$ cat src/rtl/shared_reg_arbiter_if.sv
// Bundle of the request/data/grant/status signals exchanged between the
// four requesters and the shared register arbiter.
interface shared_reg_arbiter_if #(
   parameter int WIDTH = 8
);
   logic [3:0]         req;
   logic [4*WIDTH-1:0] din;
   logic [3:0]         grant;
   logic [3:0]         ack;
   logic               busy;
   logic [WIDTH-1:0]   Q;
   logic [7:0]         wr_count;

   modport master (
      output req,
      output din,
      input  grant,
      input  ack,
      input  busy,
      input  Q,
      input  wr_count
   );

   modport slave (
      input  req,
      input  din,
      output grant,
      output ack,
      output busy,
      output Q,
      output wr_count
   );
endinterface

$ cat src/rtl/shared_reg_arbiter.sv
// Round-robin arbiter for four requesters sharing one register: each winning
// write takes exactly three cycles (arbitrate, load, acknowledge).
module shared_reg_arbiter #(
   parameter int               WIDTH    = 8,
   parameter logic [WIDTH-1:0] INIT_VAL = '0
) (
   input  logic                 clk,
   input  logic                 rst,
   shared_reg_arbiter_if.slave  bus
);

   typedef enum logic [1:0] {
      IDLE = 2'd0,
      LOAD = 2'd1,
      ACK  = 2'd2
   } state_t;

   state_t           state_q, state_d;
   logic [1:0]       sel_q, sel_d;
   logic [1:0]       last_q, last_d;
   logic [3:0]       grant_q, grant_d;
   logic [3:0]       ack_q, ack_d;
   logic [WIDTH-1:0] q_q, q_d;
   logic [7:0]       wr_count_q, wr_count_d;

   logic             win_found;
   logic [1:0]       win_idx;
   logic [1:0]       cand;
   logic [WIDTH-1:0] din_sel;

   // Scan starts just after the last served requester, so it ends up lowest priority.
   always_comb begin
      win_found = 1'b0;
      win_idx   = last_q;
      cand      = last_q;
      for (int k = 1; k <= 4; k++) begin
         cand = last_q + k[1:0];
         if (!win_found && bus.req[cand]) begin
            win_found = 1'b1;
            win_idx   = cand;
         end
      end
   end

   always_comb begin
      din_sel = bus.din[WIDTH-1:0];
      for (int i = 0; i < 4; i++) begin
         if (sel_q == i[1:0]) begin
            din_sel = bus.din[i*WIDTH +: WIDTH];
         end
      end
   end

   always_comb begin
      state_d    = state_q;
      sel_d      = sel_q;
      last_d     = last_q;
      grant_d    = grant_q;
      ack_d      = ack_q;
      q_d        = q_q;
      wr_count_d = wr_count_q;

      unique case (state_q)
         IDLE: begin
            grant_d = 4'b0000;
            ack_d   = 4'b0000;
            if (win_found) begin
               state_d = LOAD;
               sel_d   = win_idx;
               grant_d = 4'b0001 << win_idx;
            end
         end
         LOAD: begin
            state_d    = ACK;
            q_d        = din_sel;
            ack_d      = 4'b0001 << sel_q;
            wr_count_d = wr_count_q + 8'd1;
         end
         ACK: begin
            state_d = IDLE;
            grant_d = 4'b0000;
            ack_d   = 4'b0000;
            last_d  = sel_q;
         end
         default: begin
            state_d = IDLE;
            grant_d = 4'b0000;
            ack_d   = 4'b0000;
         end
      endcase
   end

   always_ff @(posedge clk) begin
      if (rst) begin
         state_q    <= IDLE;
         sel_q      <= 2'd0;
         last_q     <= 2'd3;
         grant_q    <= 4'b0000;
         ack_q      <= 4'b0000;
         q_q        <= INIT_VAL;
         wr_count_q <= 8'd0;
      end else begin
         state_q    <= state_d;
         sel_q      <= sel_d;
         last_q     <= last_d;
         grant_q    <= grant_d;
         ack_q      <= ack_d;
         q_q        <= q_d;
         wr_count_q <= wr_count_d;
      end
   end

   assign bus.grant    = grant_q;
   assign bus.ack      = ack_q;
   assign bus.busy     = (state_q != IDLE);
   assign bus.Q        = q_q;
   assign bus.wr_count = wr_count_q;

   a_grant_onehot : assert property (@(posedge clk) disable iff (rst) $onehot0(grant_q));
   a_ack_in_grant : assert property (@(posedge clk) disable iff (rst) (ack_q & ~grant_q) == 4'b0000);
   a_ack_only_ack : assert property (@(posedge clk) disable iff (rst) (ack_q != 4'b0000) -> (state_q == ACK));

endmodule
$ cat src/flat_wrapper.sv
// flat-port wrapper written by rule: the top's interface ports become plain ports
module shared_reg_arbiter_flat 
#(
   parameter int               WIDTH    = 8,
   parameter logic [WIDTH-1:0] INIT_VAL = '0
)
  (clk, rst, bus_req, bus_din, bus_grant, bus_ack, bus_busy, bus_Q, bus_wr_count);
  shared_reg_arbiter_if #(.WIDTH(WIDTH)) bus_i ();
  input  logic clk;
  input  logic rst;
  input wire logic [$bits(bus_i.req)-1:0] bus_req;
  input wire logic [$bits(bus_i.din)-1:0] bus_din;
  output wire logic [$bits(bus_i.grant)-1:0] bus_grant;
  output wire logic [$bits(bus_i.ack)-1:0] bus_ack;
  output wire logic [$bits(bus_i.busy)-1:0] bus_busy;
  output wire logic [$bits(bus_i.Q)-1:0] bus_Q;
  output wire logic [$bits(bus_i.wr_count)-1:0] bus_wr_count;
  assign bus_i.req = bus_req;
  assign bus_i.din = bus_din;
  assign bus_grant = bus_i.grant;
  assign bus_ack = bus_i.ack;
  assign bus_busy = bus_i.busy;
  assign bus_Q = bus_i.Q;
  assign bus_wr_count = bus_i.wr_count;
  shared_reg_arbiter #(.WIDTH(WIDTH), .INIT_VAL(INIT_VAL)) u_core (.clk(clk), .rst(rst), .bus(bus_i));
endmodule
$ cat config.mk
export PLATFORM = sky130hd
export DESIGN_NAME = shared_reg_arbiter_flat
export DESIGN_NICKNAME = d
export VERILOG_FILES = /design/src/rtl/shared_reg_arbiter_if.sv /design/src/rtl/shared_reg_arbiter.sv /design/src/flat_wrapper.sv
export SDC_FILE = /design/constraint.sdc
export NUM_CORES = 1
export LEC_CHECK = 0
export ABC_AREA = 1
export CORE_MARGIN = 10
export CORE_UTILIZATION = 31
export DETAILED_ROUTE_END_ITERATION = 12
export PLACE_DENSITY_LB_ADDON = 0.08
export SLEW_MARGIN = 20
export SYNTH_ARGS = -nofsm -noshare
export SYNTH_HDL_FRONTEND = slang
export SYNTH_SLANG_ARGS = --single-unit
$ cat constraint.sdc
create_clock -name clk -period 2.6 [get_ports clk]
set_input_delay 0.39 -clock clk [delete_from_list [all_inputs] [get_ports clk]]
set_output_delay 0.39 -clock clk [all_outputs]
set_load 0.1 [all_outputs]
==> key figures, run 1 <==
Run status
  – Status: finished, final reports clean

Pwr
  – Leakage: 1.12 nW
  – PD cells: 821 nW/um^2
  – Peak supply drop: around 0.40 mV

Die
  – Num ports: 63
  – Initial Utilization: approximately a third
  – Die width: approximately 95 um
  – Core Rows: 27
  – Core area: approximately 5500 sq um
  – Die ar.: between 9000 and 10,000 sq um
  – DIE HEIGHT: 95.3 um

Logic synthesis
  – Sequential cell area fraction in the yosys report: 34.2%
  – Share of flip-flops with an asynchronous set or reset: 0%
  – Post-synth EDFFs: 0
  – Yosys reg bits: 30
  – Main synth FF type: dfxtp_1
  – YS warnings: 0
  – Top cells by area, synth: dfxtp_1, nand2_1, nand3_1
  – Top-area cell type share of the netlist area: between 30% and 40%
  – Yosys cell types: 30
  – Synthesized Nets: between 200 and 300
  – Syn Area/Cell: slightly above 7 sq um
  – Post-Syn Area: 1760 sq um
  – Yosys top cell by area: dfxtp_1
  – Gate Count Post-Synth: about 240

Timing
  – Slew @ Worst Pin: approximately 0.55 ns
  – Setup Skew: around 0.0081 ns
  – Min Tclk post-route: between 1.5 and 2 ns
  – Period utilization: 65.8%
  – Final Worst Setup Slack: between 0.8 and 0.9 ns
  – # setup viols final: 0
  – Final hold violation count: 0
  – FMAX: 0.585 GHz
  – Setup repair after global routing missed its margin: false
  – Setup TNS: 0 ns
  – Slew headroom: between 60% and 70%
  – Pins Over Slew Limit: 0

Clocking
  – Root buf cell: clkbuf_8
  – Resize count post-CTS: 0
  – CTS tree: done
  – Post-CTS Setup Bufs: 0
  – Worst-path clk slew: about 0.070 ns
  – H-tree lvl count: 2
  – Hold buffer count at cts: 0
  – Clock latency on the worst-skew pair: 0.28 ns
  – # clock sinks: 30
  – CTS buffer count: 5
  – Max clock buf depth: 2

Finish
  – Sequential Area: 601 sq um
  – Fillers: approximately 580
  – Multi-input gate area: 1020 sq um
  – Area growth, synth to finish: 43.4%
  – Post-layout instance area: 2520 sq um
  – Core Util, Final: 45.7%
  – Layout cells sized above 1: between 20% and 30%
  – Final net count: about 340
  – Antenna cells: 0

Detailed routing
  – DRC Markers: 0
  – Vias per cell: 4.58
  – Vias: about 1,700
  – Total routed wirelength: approximately 5000 um
  – First-pass DRT Iterations: 4
  – Initial drt markers: 30
  – Final ANT Viol Nets: 0
  – Wire length per cell: 13.3 um

Global routing
  – Vias in the first global route: 1,727
  – Largest net degree at the start of global routing: 22
  – Grt total ovfl: 0
  – Total GRT Usage: between 10 and 15%
  – First-pass GRT wire length: slightly above 8000 um
  – Initial antenna violation count: 0

Place
  – Dpl cell area: roughly 2400 sq um
  – Dpl ws: slightly above 0.7 ns
  – Gpl congestion: roughly 0.79
  – Buffers on Ports: 62
  – HPWL after detailed placement: 3870 um

Job
  – Max_cap viols: 0

Setup path
  – Max FO, Critical Path: 17
  – CP startpoint kind: register
  – Slowest-stage cell, CP: dfxtp_1
  – Critical path type: reg -> reg
  – CP Cell Sequence: nand2_1, nand3_1, o211ai_1, a31oi_1
  – CP arrival: 1.92 ns
  – CP peak stage delay: between 0.6 and 0.7 ns
  – Worst Setup End Kind: register
  – Critical Path RT: roughly 2.8 ns

Hold path
  – Worst Hold Class: reg -> reg
Yosys cell counts (2+ instances only):
cell and instances:
nand2_1 58, buf_2 2, o211ai_1 8, nand3_1 36, nand2_4 8, nand2_2 10, xor2_1 2, nor3_1 4
inv_2 7, buf_6 2, o21ai_1 2, nand2_8 2, nor2_2 2, inv_1 13, clkbuf_1 4, a21oi_1 5
nor2_1 13, o21ai_0 13, dfxtp_1 30, a31oi_1 9, nand3_2 3
per-stage QoR:
stage	instances	power [mW]	hold WS, ns
after floorplan	242	1.27	0.459
after global placement	370	1.50	0.452
after detailed placement	370	1.49	0.448
after CTS	378	2.09	0.462
after global routing	378	2.18	0.477
final	378	2.07	0.454
report_power, final:
part / total (mW) / internal [mW] / switching (mW)
Combinational: 0.911 / 0.257 / 0.654
Sequential: 0.564 / 0.516 / 0.0475
Clock: 0.591 / 0.409 / 0.182
routing by layer:
layer	track usage (%)	wire length, um
met5	0	0
met4	3.87	56
met3	7.23	620
met2	15.5	2070
met1	13.5	2270
kinds of logic (layout without fill, tap and decap cells):
kind of cell / after synthesis / count (layout) / synth area share, %
flops: 30 / 30 / 34.2
xor+xnor: 2 / 2 / 0.998
fa+ha+maj: 1 / 1 / 0.713
buf+inv: 30 / 94 / 7.56
compound gates: 38 / 38 / 13.3
simple gates: 141 / 141 / 43.3
sequential cells by signal, summed over array words and instances, names as in the netlist:
name and cells:
u_core.bus.Q 8, u_core.bus.wr_count 8, u_core.last_q 2, u_core.sel_q 2
u_core.bus.grant 4, u_core.state_q 2, u_core.bus.ack 4
final cells by class:
cell class | instances | area share (%)
Tap cell | 72 | 3.58
Multi-Input combinational cell | 182 | 40.6
Sequential cell | 30 | 23.9
Inverter | 21 | 3.23
Clock inverter | 2 | 2.39
Clock buffer | 6 | 3.28
Timing Repair Buffer | 65 | 23.1
placed cells by master, fill, tap and decap left out, types with 2 or more instances in the layout:
master / synthesis / routed
clkdlybuf4s50_1: 0 / 37
xor2_1: 2 / 2
clkbuf_8: 0 / 6
nand3_2: 3 / 3
nand2_8: 2 / 2
nand2_1: 58 / 58
inv_2: 7 / 7
o21ai_0: 13 / 13
dfxtp_1: 30 / 30
nand2_4: 8 / 8
a21oi_1: 5 / 5
bufinv_16: 0 / 2
inv_1: 13 / 13
o21ai_1: 2 / 2
buf_4: 0 / 28
nor2_1: 13 / 13
o211ai_1: 8 / 8
nand2_2: 10 / 10
a31oi_1: 9 / 9
nor2_2: 2 / 2
nand3_1: 36 / 36
nor3_1: 4 / 4
critical path: cells and delay by family (launching register included):
family           cells  cell delay [ns]
AND/OR/NAND/NOR      2             0.72
flip-flops           1             0.64
AO/OA/AOI/OAI        2             0.28
final timing paths:
kind / startpoint / end / slack (ns) / depth (start not counted)
worst max register to register: u_core.sel_q[1] / u_core.bus.Q[3] / 0.89 / 4
worst min register to register: u_core.bus.grant[1] / u_core.bus.grant[1] / 0.45 / 2
worst min-delay path: u_core.bus.grant[1] / u_core.bus.grant[1] / 0.45 / 2
worst max-delay path: u_core.sel_q[1] / u_core.bus.Q[3] / 0.89 / 4
(Power assumes the default switching activity.)
==> run 2: changes to the inputs <==
clock period = 1.39 ns   (was 2.6 ns; I/O delays follow)
==> run 2 against run 1 <==
Compared with the run above: the flow now finishes with violations (negative setup slack); sequential share of layout area down 3.5 points; fmax up 18%; flip-flop and latch count unchanged.
==> key figures, run 2 (synthesized netlist as in run 1, its figures left out) <==
Setup path
  – CP Cell Sequence: buf_12, nand2_4, nand2_4, nand2_8, nand2_8, nor2_8, nand3_2, nand3_4, inv_2, nand2_1, nand2_1
  – CP arrival: 1.62 ns (-0.30 ns)
  – FF-to-FF setup slack: -0.05 ns (-0.94 ns)
  – R2r endpoint: u_core.sel_q[1]
  – CP peak stage delay: 0.36 ns (-0.28 ns)
  – Setup crit start: u_core.last_q[0]
  – Worst Setup End Kind: register
  – Critical path type: reg -> reg
  – R2R cell count: 11 (+7)
  – Slowest-stage cell, CP: dfxtp_4
  – R2r startpoint: u_core.last_q[0]
  – Max FO, Critical Path: 7 (-10)
  – Critical Path RT: 1.57 ns (-1.24 ns)
  – CP startpoint kind: register

Place
  – Gpl congestion: 0.769 (-2.2%)
  – Buffers on Ports: 62 (unchanged)
  – Dpl ws: -0.299 ns (-1.01 ns)
  – HPWL after detailed placement: 4150 um (+7.2%)
  – Placed cell count: 384 (+3.8%)

Hold path
  – Hold path cells: 2 (unchanged)
  – Worst Hold Class: reg -> reg
  – Hold_sp: u_core.bus.grant[2]
  – Worst Hold Endpoint: u_core.bus.grant[2]

Pwr
  – PD cells: 1270 nW/um^2 (+55%)
  – Leakage: 1.31 nW (+17%)
  – Pwr Total: 3.93 mW (+90%)
  – Peak supply drop: 0.717 mV (+77%)

Finish
  – Sequential Area: 631 sq um (+5.0%)
  – Commonest cells after routing, fill and taps aside: nand2_1, clkdlybuf4s50_1, nand3_1
  – Layout cells sized above 1: 35.4% (+12 points)
  – Commonest non-fill, non-tap cell in the layout: nand2_1
  – Antenna cells: 0 (unchanged)
  – Multi-input gate area: 1140 sq um (+12%)
  – Core Util, Final: 56.2% (+10 points)
  – Final net count: 363 (+5.5%)
  – Fillers: 532 (-7.5%)
  – Finished Layout Cells: 397 (+5.0%)
  – Area growth, synth to finish: 76.3%

Global routing
  – Most Crowded Layer GR: met2
  – Total GRT Usage: 12.2% (+1.0 points)
  – GR Layer Usage met1: 14.0% (+0.47 points)
  – M2 GR Usage: 18.9% (+3.5 points)
  – Initial antenna violation count: 0 (unchanged)
  – Grt total ovfl: 0 (unchanged)
  – Largest net degree at the start of global routing: 17 (-23%)
  – First-pass GRT wire length: 8730 um (+7.5%)
  – Vias in the first global route: 1,802 (+4.3%)
  – M3 GR Usage: 6.60% (-0.63 points)

Timing
  – Setup Skew: 0.00578 ns (-0.00231 ns)
  – Setup repair after global routing missed its margin: true
  – Slew headroom: 85.5% (+22 points)
  – Final Worst Setup Slack: -0.0541 ns (-0.944 ns)
  – Period utilization: 104% (+38 points)
  – FMAX: 0.692 GHz (+18%)
  – Min Tclk post-route: 1.44 ns (-0.266 ns)
  – Pins Over Slew Limit: 0 (unchanged)
  – Final hold violation count: 0 (unchanged)
  – # setup viols final: 5 (+5)
  – Setup TNS: -0.212 ns (-0.212 ns)
  – Slew @ Worst Pin: 0.218 ns (-0.332 ns)

Run status
  – Failing checks: negative setup slack
  – Status: finished with violations

Detailed routing
  – Vias per cell: 4.65 (+1.4%)
  – Final ANT Viol Nets: 0 (unchanged)
  – DRC Markers: 0 (unchanged)
  – Wire length per cell: 13.4 um (+0.70%)
  – First-pass DRT Iterations: 4 (unchanged)
  – Total routed wirelength: 5300 um (+5.8%)
  – Initial drt markers: 47 (+57%)
  – Vias: 1,845 (+6.5%)

Clocking
  – H-tree lvl count: 2 (unchanged)
  – Clock latency on the worst-skew pair: 0.28 ns (about the same)
  – Hold buffer count at cts: 0 (unchanged)
  – Root buf cell: clkbuf_8
  – CTS buffer count: 5 (unchanged)
  – # clock sinks: 30 (unchanged)
  – Max clock buf depth: 2 (unchanged)
  – Worst-path clk slew: 0.06 ns (about the same)
  – CTS tree: done

Die
  – Die width: 95.3 um (unchanged)
  – Die ar.: 9070 sq um (unchanged)
  – Core Rows: 27 (unchanged)
  – Num ports: 63 (unchanged)
  – Core area: 5510 sq um (unchanged)
  – DIE HEIGHT: 95.3 um (unchanged)
  – Initial Utilization: 31.9% (unchanged)

Job
  – Max_cap viols: 0 (unchanged)
run 2: area by class of cell:
type | count | area share (%)
clock buffer | 6 | 2.34
multi-input combinational | 182 | 36.9
sequential | 30 | 20.4
inverter | 21 | 2.79
timing repair buffer | 84 | 34.4
clock inverter | 2 | 0.283
tap | 72 | 2.91
run 2: power breakdown:
| group | internal, mW | total, mW | switching (mW) |
|---|---|---|---|
| sequential | 0.971 | 1.10 | 0.133 |
| clock | 0.343 | 0.672 | 0.328 |
| combinational | 0.836 | 2.15 | 1.32 |
| total | 2.15 | 3.93 | 1.78 |
run 2: worst max-delay path, delay by kind of cell (launching register included):
family | cells | cell delay [ns]
AND/OR/NAND/NOR | 9 | 0.77
flip-flops | 1 | 0.36
buffers and inverters | 2 | 0.20
run 2: repair_timing:
| item | 4_1_cts | 5_1_grt |
|---|---|---|
| pin swaps | 14 | 9 |
| buffers inserted | 4 | 1 |
| endpoints found under the setup margin | 12 | 23 |
| gates resized for setup | 15 | 22 |
run 2: layer usage:
metal	share of wire, %	vias up
li1	-	974
met2	45	49
met4	0.83	0
met1	44	818
met3	9.8	4
met5	0	-
run 2: worst max path at each step:
| stage | to | slack, ns | depth (start not counted) |
|---|---|---|---|
| after global placement | u_core.bus.grant[3] | -0.26 | 12 |
| after CTS | bus_busy | -0.05 | 3 |
| after floorplan | u_core.bus.wr_count[7] | 0.006 | 3 |
| after detailed placement | u_core.bus.grant[3] | -0.30 | 12 |
| after global routing | u_core.sel_q[1] | -0.14 | 11 |
| final | u_core.sel_q[1] | -0.05 | 11 |
run 2: per-stage QoR:
stage               area, sq um  hold slack (ns)
global placement           2840            0.485
CTS                        3010            0.499
floorplan                  1770            0.271
detailed placement         2840            0.478
global route               3100            0.513
finish                     3100            0.491
